**src/rtl/timer_bank.sv**
```systemverilog
// rtl/timer_bank.sv - multi-channel up/down timer bank with shared prescaler (optional PWM via TIMER_BANK_PWM_EN)
module timer_bank #(
    parameter int WIDTH     = 16,
    parameter int CHANNELS  = 4,
    parameter int PSC_WIDTH = 8
) (
    input  logic                        clk,
    input  logic                        rstn,
    input  logic [PSC_WIDTH-1:0]        psc,
    input  logic [CHANNELS*WIDTH-1:0]   top,
    input  logic [CHANNELS-1:0]         dir,
    input  logic [CHANNELS-1:0]         periodic,
    input  logic [CHANNELS-1:0]         start,
    input  logic [CHANNELS-1:0]         stop,
    input  logic [CHANNELS-1:0]         clr_it,
`ifdef TIMER_BANK_PWM_EN
    input  logic [CHANNELS*WIDTH-1:0]   cmp,
`endif
    output logic [CHANNELS*WIDTH-1:0]   cnt,
    output logic [CHANNELS-1:0]         busy,
    output logic [CHANNELS-1:0]         it,
    output logic                        irq
`ifdef TIMER_BANK_PWM_EN
    ,
    output logic [CHANNELS-1:0]         pwm
`endif
);

    typedef enum logic {S_IDLE, S_RUN} state_e;

    localparam logic [WIDTH-1:0] ONE = {{(WIDTH-1){1'b0}}, 1'b1};

    logic [PSC_WIDTH-1:0] psc_cnt_q, psc_cnt_d;
    logic                 tick;

    state_e           state_q [CHANNELS];
    state_e           state_d [CHANNELS];
    logic [WIDTH-1:0] cnt_q   [CHANNELS];
    logic [WIDTH-1:0] cnt_d   [CHANNELS];
    logic [WIDTH-1:0] top_s_q [CHANNELS];
    logic [WIDTH-1:0] top_s_d [CHANNELS];
    logic [WIDTH-1:0] top_w   [CHANNELS];
    logic [WIDTH-1:0] load_w  [CHANNELS];
    logic [CHANNELS-1:0] dir_s_q, dir_s_d;
    logic [CHANNELS-1:0] it_q, it_d;
    logic                irq_q;

    // Prescaler: tick on psc_cnt==psc; an out-of-range count after a psc change restarts silently
    assign tick = (psc_cnt_q == psc);

    always_comb begin
        psc_cnt_d = psc_cnt_q + {{(PSC_WIDTH-1){1'b0}}, 1'b1};
        if (tick || (psc_cnt_q > psc)) begin
            psc_cnt_d = '0;
        end
    end

    // Per-channel bus slicing and the load value implied by the live top/dir inputs
    for (genvar g = 0; g < CHANNELS; g++) begin : g_ch
        assign top_w[g]               = top[g*WIDTH +: WIDTH];
        assign load_w[g]              = dir[g] ? '0 : top_w[g];
        assign cnt[g*WIDTH +: WIDTH]  = cnt_q[g];
        assign busy[g]                = (state_q[g] == S_RUN);
    end

    assign it  = it_q;
    assign irq = irq_q;

    // Channel FSMs: start arms, terminal events reload from the re-latched shadow, stop aborts
    always_comb begin
        for (int i = 0; i < CHANNELS; i++) begin
            state_d[i] = state_q[i];
            cnt_d[i]   = cnt_q[i];
            top_s_d[i] = top_s_q[i];
            dir_s_d[i] = dir_s_q[i];
            it_d[i]    = it_q[i];
            if (clr_it[i]) begin
                it_d[i] = 1'b0;
            end
            case (state_q[i])
                S_IDLE: begin
                    if (start[i]) begin
                        top_s_d[i] = top_w[i];
                        dir_s_d[i] = dir[i];
                        cnt_d[i]   = load_w[i];
                        state_d[i] = S_RUN;
                    end
                end
                S_RUN: begin
                    if (stop[i]) begin
                        cnt_d[i]   = load_w[i];
                        state_d[i] = S_IDLE;
                    end else if (tick) begin
                        if (cnt_q[i] == (dir_s_q[i] ? top_s_q[i] : '0)) begin
                            it_d[i]    = 1'b1;
                            top_s_d[i] = top_w[i];
                            dir_s_d[i] = dir[i];
                            cnt_d[i]   = load_w[i];
                            if (!periodic[i]) begin
                                state_d[i] = S_IDLE;
                            end
                        end else if (dir_s_q[i]) begin
                            cnt_d[i] = cnt_q[i] + ONE;
                        end else begin
                            cnt_d[i] = cnt_q[i] - ONE;
                        end
                    end
                end
                default: state_d[i] = S_IDLE;
            endcase
        end
    end

`ifdef TIMER_BANK_PWM_EN
    logic [CHANNELS-1:0] pwm_q, pwm_d;

    // PWM follows next-state count so it lines up with cnt and drops on the same edge as busy
    always_comb begin
        for (int i = 0; i < CHANNELS; i++) begin
            pwm_d[i] = (state_d[i] == S_RUN) && (cnt_d[i] < cmp[i*WIDTH +: WIDTH]);
        end
    end

    // PWM output register
    always_ff @(posedge clk or negedge rstn) begin
        if (!rstn) begin
            pwm_q <= '0;
        end else begin
            pwm_q <= pwm_d;
        end
    end

    assign pwm = pwm_q;
`endif

    // State registers for prescaler, channels and the registered interrupt
    always_ff @(posedge clk or negedge rstn) begin
        if (!rstn) begin
            psc_cnt_q <= '0;
            dir_s_q   <= '0;
            it_q      <= '0;
            irq_q     <= 1'b0;
            for (int i = 0; i < CHANNELS; i++) begin
                state_q[i] <= S_IDLE;
                cnt_q[i]   <= '0;
                top_s_q[i] <= '0;
            end
        end else begin
            psc_cnt_q <= psc_cnt_d;
            dir_s_q   <= dir_s_d;
            it_q      <= it_d;
            irq_q     <= |it_q;
            for (int i = 0; i < CHANNELS; i++) begin
                state_q[i] <= state_d[i];
                cnt_q[i]   <= cnt_d[i];
                top_s_q[i] <= top_s_d[i];
            end
        end
    end

endmodule

```
**config.mk**
```make
export PLATFORM = sky130hd
export DESIGN_NAME = timer_bank
export DESIGN_NICKNAME = d
export VERILOG_FILES = /design/src/rtl/timer_bank.sv
export SDC_FILE = /design/constraint.sdc
export NUM_CORES = 1
export LEC_CHECK = 0
export ABC_AREA = 0
export ABC_CLOCK_PERIOD_IN_PS = 4000
export CORE_ASPECT_RATIO = 1.25
export CORE_MARGIN = 1.5
export CORE_UTILIZATION = 56
export DETAILED_ROUTE_END_ITERATION = 8
export PLACE_DENSITY = 0.82
export SKIP_LAST_GASP = 1
export SLEW_MARGIN = 20
export SYNTH_ARGS = -nofsm -noshare
export SYNTH_HDL_FRONTEND = slang
export SYNTH_SLANG_ARGS = --single-unit
```
**constraint.sdc**
```tcl
create_clock -name clk -period 4 [get_ports clk]
set_input_delay 0.8 -clock clk [delete_from_list [all_inputs] [get_ports clk]]
set_output_delay 0.8 -clock clk [all_outputs]
set_load 0.03 [all_outputs]
```
==> impl_metrics.tcl, run 1 <==
set metrics [dict create \
    drive_gt1_share_pct 10.54 \
    fin_skew_ns 0.007909 \
    hp-class "in -> async" \
    hold_violations 0 \
    start_util_pct 56.76 \
    power.density_nw_per_um2 674.8 \
    ys_ff_latch 149 \
    grt_start_max_net_pins 95 \
    setup.worst_path.start "dir_s_q[3]$_DFFE_PN0P_" \
    vdd_drop_max_mv 0.3950 \
    finalSetupViolations 0 \
    ctsHoldBuffers 0 \
    setup_tns_ns 0 \
    grt_overflow 0 \
    cts_inserted_buffers 17 \
    dpl_cell_area_um2 13630 \
    clock_power_share_pct 18.1 \
    io_buffer_count 166 \
    syn_nets 1415 \
    grtUsageTotal_pct 29.18 \
    dp_hpwl_um 23230 \
    routed-via-count 10868 \
    ys_types 76 \
    synth_area_per_cell_um2 9.405 \
    synth_top_area_share_pct 31.67 \
    min_period_ns 3.305 \
    min_period_over_period_pct 82.63 \
    first_iter_violations 832 \
    rows 59 \
    clock_sinks 149 \
    net-switching-power_mw 4.332 \
    clockBufferDepth 2 \
    synth_area_leader_cell "dfrtp_1" \
    r2r-start "dir_s_q[3]$_DFFE_PN0P_" \
    max_slew.worst_pin.slew_ns 1.038 \
    fmax_mhz 302.6 \
    clk_latency_ns 0.43 \
    post_cts_resized 0 \
    h-tree-depth 4 \
    wirelength_um 32200 \
    drc 0 \
    critPathMaxFanout 15 \
    area_delta_synth_final_pct 21.12 \
    grt_setup_unrepaired "false" \
    nets 1555 \
    final_area_um2 14260 \
    p_leak_nw 5.803 \
    worstPathArrival_ns 3.66 \
    yosysWarnings 0 \
    ys_top_cells_by_area "dfrtp_1, ha_1, mux2_2, nand4b_1, xor2_1" \
    synth-seq-area-share_pct 31.67 \
    path_class "reg -> reg" \
    postCtsSetupBuffers 0 \
    syn-cell-area_um2 11780 \
    grt_pass1_vias 10177 \
    wl_per_cell_um 19.16 \
    p_sw_share_pct 45.02 \
    cts_tree "built" \
    final_antenna_net_count 0 \
    grt_pass1_wl_um 51550 \
    root_buffer "clkbuf_16" \
    clkSlewWorstSetupHoldPaths_ns 0.06 \
    end_kind "flop" \
    die_x_um 132.7 \
    synthTopCellsByCount "dfrtp_1, ha_1, nor3_1" \
    worst_setup_path_start_kind "flop" \
    die_h_um 165.1 \
    synth_most_common_cell "dfrtp_1" \
    maxCapViolations 0 \
    antenna_found_initial 3 \
    synth_edf_count 0 \
    firstDrtPassIters 5 \
    pwr-share-comb_pct 54.5 \
    drv_slew 0 \
    outcome "completed" \
    cp_data_required_time_ns 4.36 \
    pwr-share-seq_pct 27.4 \
    synthCells 1252 \
    gp_congestion 0.8960 \
    slew_headroom_pct 30.83 \
    viasPerCell 6.465 \
    async_flop_share_pct 100.0 \
    dieArea_um2 21910 \
    coreArea_um2 20740 \
    holdWs_ns 0.4403 \
    ios 167 \
    p_int_mw 5.292 \
    synthFlopType "dfrtp_1" \
]
[registers in the layout, summed over array words and instances, names as in the netlist]
name and cells:
cnt 64, top_s_q 64, psc_cnt_q 8, busy 4, dir_s_q 4, it 4, irq 1
[area by class of cell]
type | instances | area [um2]
inverter | 37 | 138.9
antenna | 3 | 7.507
clock inverter | 12 | 178.9
tap | 274 | 342.8
fill | 1665 | 6481
timing repair buffer | 186 | 1813
multi-input combinational | 1001 | 7610
sequential | 149 | 3729
clock buffer | 19 | 442.9
[kinds of logic (layout without fill, tap and decap cells)]
group	after synthesis	count (layout)	synth area share, %
buffers and inverters	102	254	4.261
DFF	149	149	31.67
and+or+nand+nor	440	440	22.24
other	0	3	0
AOI/OAI and AO/OA	359	359	22.25
adders and majority gates	69	69	7.587
xor gates and xnor gates	63	63	4.686
muxes	70	70	7.311
[worst max-delay path, stage by stage, from the launching register on]
cell and delay (ns):
dfrtp_1 0.63, inv_1 0.42, ha_1 0.48, and3_1 0.25
and3_1 0.19, a221o_1 0.39, or4_1 0.48, a41o_1 0.23
a31oi_1 0.15
[cells in the final DEF (no fill, tap or decap), drive strengths merged, types with 12 or more instances in the layout]
cell type / n
o21ai: 42
a221o: 26
clkbuf: 19
nand2: 59
clkdlybuf4s50: 165
nor2b: 13
nand4: 19
dfrtp: 149
a21o: 31
mux2: 68
nor2: 56
inv: 38
a31oi: 21
nand4b: 50
nand3b: 19
nand3: 51
buf: 21
nor3b: 30
xnor2: 15
o22ai: 46
ha: 65
xor2: 48
a21oi: 55
o211ai: 23
o21a: 36
nand2b: 18
nor3: 65
and3: 12
[per-stage QoR]
| step | total power [mW] | utilization [%] | setup slack, ns | instances |
|---|---|---|---|---|
| floorplan | 6.292 | - | 1.001 | 1252 |
| global placement | 7.638 | 65.69 | 0.4921 | 1647 |
| detailed placement | 7.789 | 65.69 | 0.3151 | 1647 |
| CTS | 9.565 | 68.68 | 0.7243 | 1678 |
| global route | 10.25 | 68.73 | 0.4352 | 1679 |
| finish | 9.624 | 68.76 | 0.6948 | 1681 |
[metal layers]
metal	track usage [%]	routed length, um	vias to the layer above
met5	0	0	-
met4	10.79	922	0
met2	51.17	16090	296
met3	4.640	1385	61
met1	36.51	13800	5351
li1	-	-	5160
[power by group through the flow]
stage	combinational (mW)	sequential (mW)	clock, mW
floorplan	3.41	2.88	0
global placement	5.02	2.61	0
detailed placement	5.14	2.64	0
CTS	5.19	2.62	1.75
global route	5.74	2.70	1.81
finish	5.24	2.64	1.74
[path summary, 6_finish.rpt]
| check | to | slack, ns | cells past startpoint |
|---|---|---|---|
| setup / recovery | cnt[60]$_DFFE_PN0P_ | 0.69 | 8 |
| max in group asynchronous | cnt[6]$_DFFE_PN0P_ | 2.67 | 2 |
| hold reg to reg | irq$_DFF_PN0_ | 0.48 | 2 |
| min in group clk | irq$_DFF_PN0_ | 0.48 | 2 |
| hold / removal | top_s_q[13]$_DFFE_PN0P_ | 0.44 | 1 |
| setup reg to reg | cnt[60]$_DFFE_PN0P_ | 0.69 | 8 |
Note: power is estimated with default switching activity, not from simulation.
==> run 2, diff against run 1 <==
--- a/config.mk
+++ b/config.mk
@@ -6,12 +6,12 @@
 export NUM_CORES = 1
 export LEC_CHECK = 0
 export ABC_AREA = 0
-export ABC_CLOCK_PERIOD_IN_PS = 4000
+export ABC_CLOCK_PERIOD_IN_PS = 2750
 export CORE_ASPECT_RATIO = 1.25
 export CORE_MARGIN = 1.5
-export CORE_UTILIZATION = 56
+export CORE_UTILIZATION = 51
 export DETAILED_ROUTE_END_ITERATION = 8
-export PLACE_DENSITY = 0.82
+export PLACE_DENSITY = 0.78
 export SKIP_LAST_GASP = 1
 export SLEW_MARGIN = 20
 export SYNTH_ARGS = -nofsm -noshare
==> constraint.sdc (replaced) <==
create_clock -name clk -period 2.75 [get_ports clk]
set_input_delay 0.55 -clock clk [delete_from_list [all_inputs] [get_ports clk]]
set_output_delay 0.55 -clock clk [all_outputs]
set_load 0.03 [all_outputs]
==> run 2 against run 1 <==
The flow now finishes with violations (negative setup slack). Total power is 51% higher. Via count rose by 2.5%. Combinational power increased by 60%. Register-to-register slack got worse by 0.70 ns. Sequential power grew 46%. First-iteration DRC count down 7.3%. Clock power rose by 36%. Critical path type unchanged.
==> impl_metrics.tcl, run 2 (synthesized netlist as in run 1, its figures left out) <==
set metrics [dict create \
    maxCapViolations 0 \
    nets 1619 \
    r2r-start "dir_s_q[3]$_DFFE_PN0P_" \
    final_cell_mix "clkdlybuf4s50_1, dfrtp_1, buf_4" \
    grt_pass1_wl_um 55480 \
    max_slew.worst_pin.slew_ns 0.6434 \
    dpl_cell_area_um2 14310 \
    slew_headroom_pct 56.97 \
    pwr-share-comb_pct 57.4 \
    clkSlewWorstSetupHoldPaths_ns 0.06 \
    grt_setup_unrepaired "true" \
    crit_family "simple AND/OR/NAND/NOR gates" \
    wl_per_cell_um 19.39 \
    final_cells 1757 \
    viasPerCell 6.339 \
    finalSetupViolations 1 \
    ios 167 \
    outcome "finished, violations left" \
    p_int_mw 8.032 \
    coreArea_um2 22810 \
    hold_violations 0 \
    r2r_end "cnt[61]$_DFFE_PN0P_" \
    ctsHoldBuffers 0 \
    grt_pass1_vias 10811 \
    area_delta_synth_final_pct 28.01 \
    clock_sinks 149 \
    holdWs_ns 0.09680 \
    grt_overflow 0 \
    net-switching-power_mw 6.543 \
    power.density_nw_per_um2 967.0 \
    cp_num_buf_inv 2 \
    cts_inserted_buffers 17 \
    final_antenna_net_count 0 \
    root_buffer "clkbuf_16" \
    first_iter_violations 771 \
    firstDrtPassIters 6 \
    antenna_found_initial 1 \
    crit_chain "clkinvlp_4 -> buf_12 -> ha_1 -> nand2_1 -> nor2_1 -> nand4_1 -> nand3b_1 -> or4b_2 -> nand3_1" \
    worstPathArrival_ns 3.11 \
    dieArea_um2 24010 \
    die_h_um 172.9 \
    rows 62 \
    critPathMaxFanout 10 \
    path_class "reg -> reg" \
    end_kind "flop" \
    start_util_pct 51.63 \
    wirelength_um 34060 \
    violations "negative setup slack" \
    dp_hpwl_um 24920 \
    mostFrequentLayoutCell "clkdlybuf4s50_1" \
    final_area_um2 15070 \
    cp_data_required_time_ns 3.10 \
    p_sw_share_pct 44.89 \
    h-tree-depth 4 \
    pwr-share-seq_pct 26.4 \
    max_stage_delay_ns 0.63 \
    drv_slew 0 \
    setup_slack_ns -0.005318 \
    vdd_drop_max_mv 0.6279 \
    fmax_mhz 362.9 \
    cts_tree "built" \
    clk_latency_ns 0.43 \
    grtUsageTotal_pct 28.01 \
    reg2reg_depth 9 \
    min_period_over_period_pct 100.2 \
    crit_path_top_delay_cell "or4b_2" \
    min_period_ns 2.755 \
    clockBufferDepth 2 \
    p_leak_nw 6.152 \
    fin_skew_ns 0.01366 \
    n_fill_cell 1856 \
    power.total_mw 14.58 \
    worst_setup_path_start_kind "flop" \
    io_buffer_count 166 \
    dpl.cell_count 1713 \
    hp-class "in -> async" \
    routed-via-count 11137 \
    gp_congestion 0.9280 \
    die_x_um 138.9 \
    drc 0 \
    rrSetupSlack_ns -0.005 \
    drive_gt1_share_pct 16.35 \
    grt_start_max_net_pins 62 \
    clock_power_share_pct 16.2 \
]
## run 2: changes by cell type in the layout (fill, tap and decap cells not counted), sizes merged
cell	delta
diode	-2
inv	-2
clkinvlp	+4
clkinv	+1
bufinv	-2
buf	+63
## run 2: what timing repair did
item / 4_1_cts / 5_1_grt
gates resized for setup: 2 / 19
setup endpoints to repair: 2 / 39
setup buffers: 2 / 9
pin swaps: 0 / 11
gates cloned: 0 / 1
## run 2: cell type report
| cell class | instances | area (um2) | share of cell area (%) |
|---|---|---|---|
| sequential | 149 | 3731 | 24.75 |
| clock inverter | 12 | 126.4 | 0.8384 |
| timing repair buffer | 249 | 2469 | 16.38 |
| timing repair inverter | 1 | 7.507 | 0.04980 |
| multi-input combinational | 1001 | 7770 | 51.55 |
| inverter | 37 | 153.9 | 1.021 |
| tap | 288 | 360.3 | 2.391 |
| clock buffer | 19 | 452.9 | 3.005 |
| antenna | 1 | 2.502 | 0.01660 |
## run 2: worst max path at each step
stage	startpoint	endpoint	slack, ns	cells after the start
2_1_floorplan	dir_s_q[3]$_DFFE_PN0P_	cnt[60]$_DFFE_PN0P_	-0.12	10
3_3_place_gp	psc[7]	top_s_q[3]$_DFFE_PN0P_	-0.03	8
3_5_place_dp	psc[2]	top_s_q[5]$_DFFE_PN0P_	-0.09	8
4_1_cts	dir_s_q[1]$_DFFE_PN0P_	cnt[29]$_DFFE_PN0P_	0.04	8
5_1_grt	dir_s_q[3]$_DFFE_PN0P_	cnt[61]$_DFFE_PN0P_	-0.11	10
6_report	dir_s_q[3]$_DFFE_PN0P_	cnt[61]$_DFFE_PN0P_	-0.005	9
## run 2: power groups by stage
stage	logic (mW)	registers, mW	clock network [mW]
floorplan	5.09	4.21	0
global placement	7.83	3.82	0
detailed placement	8.01	3.86	0
CTS	8.12	3.83	2.38
global route	9.12	3.97	2.50
finish	8.36	3.85	2.36
## run 2: layer usage
metal | share of wire, % | track usage, %
met1 | 43 | 35.84
met2 | 50 | 48.78
met3 | 4.0 | 3.960
met4 | 2.9 | 8.941
met5 | 0 | 0
## run 2: metrics by stage
stage | util (%) | setup TNS, ns | setup WS (ns)
2_1_floorplan | - | -0.3544 | -0.1184
3_3_place_gp | 62.76 | -0.4925 | -0.03040
3_5_place_dp | 62.76 | -1.413 | -0.08635
4_1_cts | 65.39 | 0 | 0.03538
5_1_grt | 66.09 | -0.2005 | -0.1132
6_report | 66.09 | -0.005318 | -0.005318
